$ cat config.mk
export PLATFORM = sky130hd
export DESIGN_NAME = csel_pipe_adder
export DESIGN_NICKNAME = d
export VERILOG_FILES = /design/src/rtl/csel_pkg.sv /design/src/rtl/csel_block.sv /design/src/rtl/csel_pipe_adder.sv
export SDC_FILE = /design/constraint.sdc
export NUM_CORES = 1
export LEC_CHECK = 0
export ABC_AREA = 1
export BUFFER_PORTS_ARGS = -buffer_cell sky130_fd_sc_hd__buf_4
export CAP_MARGIN = 40
export CORE_UTILIZATION = 50
export CTS_BUF_LIST = sky130_fd_sc_hd__clkbuf_4 sky130_fd_sc_hd__clkbuf_8
export DETAILED_ROUTE_END_ITERATION = 8
export GPL_ROUTABILITY_DRIVEN = 0
export PLACE_DENSITY = 0.75
export SLEW_MARGIN = 20
export SYNTH_ARGS = -nofsm -noshare
export SYNTH_HDL_FRONTEND = slang
export SYNTH_HIERARCHICAL = 1
export SYNTH_SLANG_ARGS = --single-unit
$ cat constraint.sdc
create_clock -name clk -period 1.55 [get_ports clk]
set_input_delay 0 -clock clk [delete_from_list [all_inputs] [get_ports clk]]
set_output_delay 0 -clock clk [all_outputs]
set_load 0.02 [all_outputs]
$ cat src/rtl/csel_pkg.sv
// rtl/csel_pkg.sv - shared sizing helpers for the carry-select pipelined adder
package csel_pkg;

  function automatic int num_blk(input int width, input int blk);
    return width / blk;
  endfunction

  // Legal only when the operand splits into whole, non-empty blocks.
  function automatic bit width_ok(input int width, input int blk);
    return (blk > 0) && (width >= blk) && ((width % blk) == 0);
  endfunction

endpackage

$ cat src/rtl/csel_block.sv
// rtl/csel_block.sv - one carry-select block: BLK-bit sums for carry-in 0 and 1
module csel_block #(
  parameter int BLK = 4
) (
  input  logic [BLK-1:0] a,
  input  logic [BLK-1:0] b,
  output logic [BLK-1:0] sum0,
  output logic           c0,
  output logic [BLK-1:0] sum1,
  output logic           c1
);

  assign {c0, sum0} = {1'b0, a} + {1'b0, b};
  assign {c1, sum1} = {1'b0, a} + {1'b0, b} + {{BLK{1'b0}}, 1'b1};

endmodule

$ cat src/rtl/csel_pipe_adder.sv
// rtl/csel_pipe_adder.sv - two-stage carry-select adder/subtractor with valid/ready flow control
module csel_pipe_adder
  import csel_pkg::*;
#(
  parameter int WIDTH = 16,
  parameter int BLK   = 4
) (
  input  logic             clk,
  input  logic             rst,
  input  logic [WIDTH-1:0] x,
  input  logic [WIDTH-1:0] y,
  input  logic             carry,
  input  logic             sub,
  input  logic             in_valid,
  output logic             in_ready,
  output logic [WIDTH-1:0] s,
  output logic             cout,
  output logic             ovf,
  output logic             out_valid,
  input  logic             out_ready
);

  localparam int NUM_BLK = num_blk(WIDTH, BLK);

  if (!width_ok(WIDTH, BLK)) begin : g_bad_width
    $error("csel_pipe_adder: WIDTH must be a non-zero multiple of BLK");
  end

  logic             v1;
  logic             v2;
  logic             adv1;
  logic             adv2;
  logic [WIDTH-1:0] yb;
  logic             ci;

  logic [NUM_BLK-1:0][BLK-1:0] b_sum0;
  logic [NUM_BLK-1:0][BLK-1:0] b_sum1;
  logic [NUM_BLK-1:0]          b_c0;
  logic [NUM_BLK-1:0]          b_c1;

  logic [NUM_BLK-1:0][BLK-1:0] n_sum0;
  logic [NUM_BLK-1:0][BLK-1:0] n_sum1;
  logic [NUM_BLK-1:0]          n_c0;
  logic [NUM_BLK-1:0]          n_c1;

  logic [NUM_BLK-1:0][BLK-1:0] r_sum0;
  logic [NUM_BLK-1:0][BLK-1:0] r_sum1;
  logic [NUM_BLK-1:0]          r_c0;
  logic [NUM_BLK-1:0]          r_c1;
  logic                        xm;
  logic                        ybm;

  logic [NUM_BLK-1:0][BLK-1:0] sel_sum;
  logic                        sel_c;
  logic [WIDTH-1:0]            s_next;
  logic                        ovf_next;

  assign adv2      = !v2 || out_ready;
  assign adv1      = !v1 || adv2;
  assign in_ready  = adv1;
  assign out_valid = v2;

  assign yb = sub ? ~y : y;
  assign ci = sub ? 1'b1 : carry;

  for (genvar g = 0; g < NUM_BLK; g++) begin : g_blk
    csel_block #(.BLK(BLK)) u_blk (
      .a    (x[g*BLK +: BLK]),
      .b    (yb[g*BLK +: BLK]),
      .sum0 (b_sum0[g]),
      .c0   (b_c0[g]),
      .sum1 (b_sum1[g]),
      .c1   (b_c1[g])
    );
  end

  // Block 0 already knows its carry-in, so both of its slots hold the resolved
  // result and the stage-2 chain can treat every block identically.
  always_comb begin
    n_sum0    = b_sum0;
    n_sum1    = b_sum1;
    n_c0      = b_c0;
    n_c1      = b_c1;
    n_sum0[0] = ci ? b_sum1[0] : b_sum0[0];
    n_sum1[0] = ci ? b_sum1[0] : b_sum0[0];
    n_c0[0]   = ci ? b_c1[0] : b_c0[0];
    n_c1[0]   = ci ? b_c1[0] : b_c0[0];
  end

  always_ff @(posedge clk or posedge rst) begin
    if (rst) begin
      v1     <= 1'b0;
      r_sum0 <= '0;
      r_sum1 <= '0;
      r_c0   <= '0;
      r_c1   <= '0;
      xm     <= 1'b0;
      ybm    <= 1'b0;
    end else if (adv1) begin
      v1 <= in_valid;
      if (in_valid) begin
        r_sum0 <= n_sum0;
        r_sum1 <= n_sum1;
        r_c0   <= n_c0;
        r_c1   <= n_c1;
        xm     <= x[WIDTH-1];
        ybm    <= yb[WIDTH-1];
      end
    end
  end

  always_comb begin
    sel_sum = '0;
    sel_c   = 1'b0;
    for (int k = 0; k < NUM_BLK; k++) begin
      sel_sum[k] = sel_c ? r_sum1[k] : r_sum0[k];
      sel_c      = sel_c ? r_c1[k] : r_c0[k];
    end
  end

  assign s_next   = sel_sum;
  assign ovf_next = (xm == ybm) && (s_next[WIDTH-1] != xm);

  always_ff @(posedge clk or posedge rst) begin
    if (rst) begin
      v2   <= 1'b0;
      s    <= '0;
      cout <= 1'b0;
      ovf  <= 1'b0;
    end else if (adv2) begin
      v2 <= v1;
      if (v1) begin
        s    <= s_next;
        cout <= sel_c;
        ovf  <= ovf_next;
      end
    end
  end

endmodule

==> parameters.txt <==
Parameter                              Value

Outcome
  Status ... finished clean

Clock network
  Clock sinks ... 57
  CTS root buf ... sky130_fd_sc_hd__clkbuf_8
  Num CTS Buffers ... 9
  Clock latency on the worst-skew pair ... 0.34 ns
  Worst-path clk slew ... 0.06 ns
  Clock tree from TritonCTS ... yes
  Max Buffers Root-to-Sink ... 2
  H-tree depth reported by CTS ... 3

Critical path
  Crit path buf inv count ... 2
  Most frequent cell on the critical path ... sky130_fd_sc_hd__nand2_1
  Type of origin of the critical path ... input pin
  Worst path arrival time ... around 1.8 ns
  Cell family with most CP delay ... adder cells
  Cell breakdown of the critical path ... buf_12 > xor2_2 > ha_2 > fa_1 > ha_2 > inv_2 > nor2_4 > nand3_2 > nand2_1 > nand2_1 > nand2_1 > o21ai_1
  Category of the worst setup path capture point ... flip-flop
  Crit-path max FO ... 8
  Longest individual stage delay on the worst path ... 0.57 ns
  Data required time of the critical path ... between 1.5 and 2 ns
  CP max stage cell ... sky130_fd_sc_hd__fa_1
  Crit path kind ... input pin to flip-flop

Global route
  Largest net degree at the start of global routing ... 58
  Global route total overflow ... 0
  First-pass GRT wire length ... roughly 13 mm
  Vias in the first global route ... around 2900
  Initial antenna violation count ... 0
  Global-route usage over all layers ... 0.223

Timing
  Post-route clock period utilization ... 0.994
  Actual slew at the worst max-slew pin ... roughly 0.31 ns
  Worst path setup slack after routing ... approximately 0.01 ns
  Number of max-slew violations in the final report ... 0
  Worst setup skew after layout ... a little under 0.009 ns
  Fin. Hold Viols ... 0
  Setup TNS ... 0 ns
  Worst rel slew slack ... 0.792
  # setup viols final ... 0
  Highest clock frequency the design can meet ... 649 MHz
  Final critical delay including setup and external delays ... about 1.5 ns
  RSZ-0062 raised after global routing ... yes

Yosys
  Post-synthesis area per instance ... approximately 7.8 um2
  Mapped Cells ... 466
  Sequential fraction of the synthesis area ... 0.393
  Distinct cell type count of the synthesized netlist ... 24
  Area of the mapped netlist ... ~3600 um2
  Synth warn ... 6
  Syn nets ... approximately 530
  Yosys top cell area share ... 0.393
  Top area cells in the synthesized netlist ... sky130_fd_sc_hd__dfrtp_1, sky130_fd_sc_hd__nand2_1, sky130_fd_sc_hd__ha_1
  Area leader, netlist ... sky130_fd_sc_hd__dfrtp_1
  Flop and latch count out of synthesis ... between 50 and 60

Drt
  DRT iter0 DRCs ... between 150 and 200
  Count of unresolved DRC violations after routing ... 0
  Number of nets still failing antenna checks after routing ... 0
  DR vias/cell ... 4.94
  Number of detailed-routing iterations run before antenna repair ... 5
  Total detailed-routing wirelength ... between 7 and 8 mm
  Via Count ... 3189
  Uppermost signal routing layer after detailed routing ... met4
  Wire length on met1 ... approximately 3.7 mm
  Average wire per cell in the routed design ... 12.2 um
  Met2 Routed Length ... around 3.8 mm
  Routed length on met3 ... 296 um

Placed design
  Post-placement setup slack ... -0.387 ns
  Half-perimeter wire length of the detailed placement result ... 5.79 mm
  Number of instances in the placed design ... approximately 630
  Port-buffer cells ... 57
  Dpl cell area ... approximately 4300 um2

Cells and area
  Cell area after layout ... between 4000 and 5000 um2
  Ant diodes ... 0
  Net count reported at finish ... slightly above 600
  Non-Filler Instances ... around 650
  Synth-to-layout area growth ... 25.3%
  Fraction of final layout cells sized beyond drive strength 1 ... 0.304
  Count of fill cells added during filler insertion ... 639

Pwr
  VDD IR max ... approximately 0.42 mV
  Total power ... 5.95 mW
  Power density relative to cell area ... 1310 nW/um2
  Static leakage ... about 2.4 nW

Die
  Cell row count ... 30
  Core region area ... 6910 um2
  I/O pin count ... between 50 and 60
  Vertical die dimension ... about 87 um
  Die outline area ... roughly 7600 um2
  Starting density of the core ... 0.525
  Width of the die ... between 80 and 90 um

Job
  Number of max-capacitance violations reported ... 0

Min path
  Worst min path class ... input pin to flip-flop
## cells in the final DEF (no fill, tap or decap), drive strengths merged
| master | count |
|---|---|
| nand4 | 4 |
| dfrtp | 57 |
| or2 | 1 |
| clkbuf | 11 |
| o21ai | 32 |
| a21oi | 4 |
| inv | 45 |
| clkinv | 4 |
| xor2 | 16 |
| ha | 20 |
| dlygate4sd3 | 3 |
| nand3 | 28 |
| fa | 4 |
| buf | 78 |
| a31oi | 9 |
| nand2 | 191 |
| nor2 | 42 |
## cell families (layout without fill, tap and decap cells)
family                   count (synthesis)  after routing  synth area share
buffers and inverters                   58            141            0.0735
AND/OR/NAND/NOR                        266            266             0.331
flip-flops                              57             57             0.393
XOR/XNOR                                16             16            0.0386
AO/OA/AOI/OAI                           45             45            0.0724
adder cells (fa/ha/maj)                 24             24            0.0911
## synth_stat cells (all sizes together)
| master | number |
|---|---|
| a21oi | 4 |
| a31oi | 9 |
| buf | 13 |
| dfrtp | 57 |
| fa | 4 |
| ha | 20 |
| inv | 45 |
| nand2 | 191 |
| nand3 | 28 |
| nand4 | 4 |
| nor2 | 42 |
| o21ai | 32 |
| or2 | 1 |
| xor2 | 16 |
## worst register-to-register path, cell delays in order (launching register included)
cell                      delay (ns)
sky130_fd_sc_hd__dfrtp_1        0.50
sky130_fd_sc_hd__inv_4          0.09
sky130_fd_sc_hd__nand2_4        0.08
sky130_fd_sc_hd__nand2_2        0.09
sky130_fd_sc_hd__nand2_1        0.07
sky130_fd_sc_hd__nand3_1        0.09
sky130_fd_sc_hd__nand2_1        0.11
sky130_fd_sc_hd__nand2_1        0.06
sky130_fd_sc_hd__nand3_1        0.07
sky130_fd_sc_hd__nand2_1        0.05
## per-layer routing
metal | global-route usage | up-vias
met4 | 0.0939 | 0
li1 | - | 1626
met2 | 0.359 | 85
met3 | 0.0436 | 12
met1 | 0.294 | 1466
met5 | 0 | -
## metrics by stage
step           utilization  hold WS (ns)
2_1_floorplan            -         0.110
3_3_place_gp         0.619        0.0817
3_5_place_dp         0.619        0.0886
4_1_cts              0.647        0.0238
5_1_grt              0.658        0.0538
6_report             0.658        0.0305
## final timing paths
path	depth (start not counted)	startpoint	slack (ns)	end
max in group asynchronous	4	rst	1.01	r_sum0[12]$_DFFE_PP0P_
setup / recovery	12	sub	0.01	r_c1[2]$_DFFE_PP0P_
min in group asynchronous	4	rst	0.26	r_sum1[9]$_DFFE_PP0P_
hold / removal	3	carry	0.03	r_c0[0]$_DFFE_PP0P_
setup reg to reg	9	r_c0[0]$_DFFE_PP0P_	0.23	ovf$_DFFE_PP0P_
hold reg to reg	2	r_sum0[3]$_DFFE_PP0P_	0.47	s[3]$_DFFE_PP0P_
## where the power goes
part	switching [mW]	internal [mW]	leakage, nW	total (mW)
clock network	0.572	0.620	0.0921	1.19
logic	1.49	1.05	1.60	2.54
registers	0.271	1.95	0.690	2.22
total	2.33	3.62	2.38	5.95
## state kept, by name, summed over array words and instances, names as in the netlist
| register | cells |
|---|---|
| xm | 1 |
| cout | 1 |
| r_sum0 | 16 |
| v1 | 1 |
| r_c0 | 4 |
| out_valid | 1 |
| ovf | 1 |
| s | 16 |
| ybm | 1 |
| r_sum1 | 12 |
| r_c1 | 3 |
## cell type report
type / count / area (um2) / share of cell area
flip-flops and latches: 57 / 1430 / 0.314
well taps: 96 / 120 / 0.0264
clock inverters: 4 / 20.0 / 0.00441
multi-input cells: 351 / 2000 / 0.441
repair buffers: 81 / 657 / 0.145
clock buffers: 11 / 145 / 0.0319
inverters: 45 / 171 / 0.0377
## what timing repair did
item,CTS,global route
cloned,0,0
pin swaps,1,14
endpoints found under the setup margin,1,5
endpoints found under the hold margin,60,0
hold buffers,3,0
buffers inserted,0,1
gates resized for setup,0,12
Power figures use the tool's default switching activity.
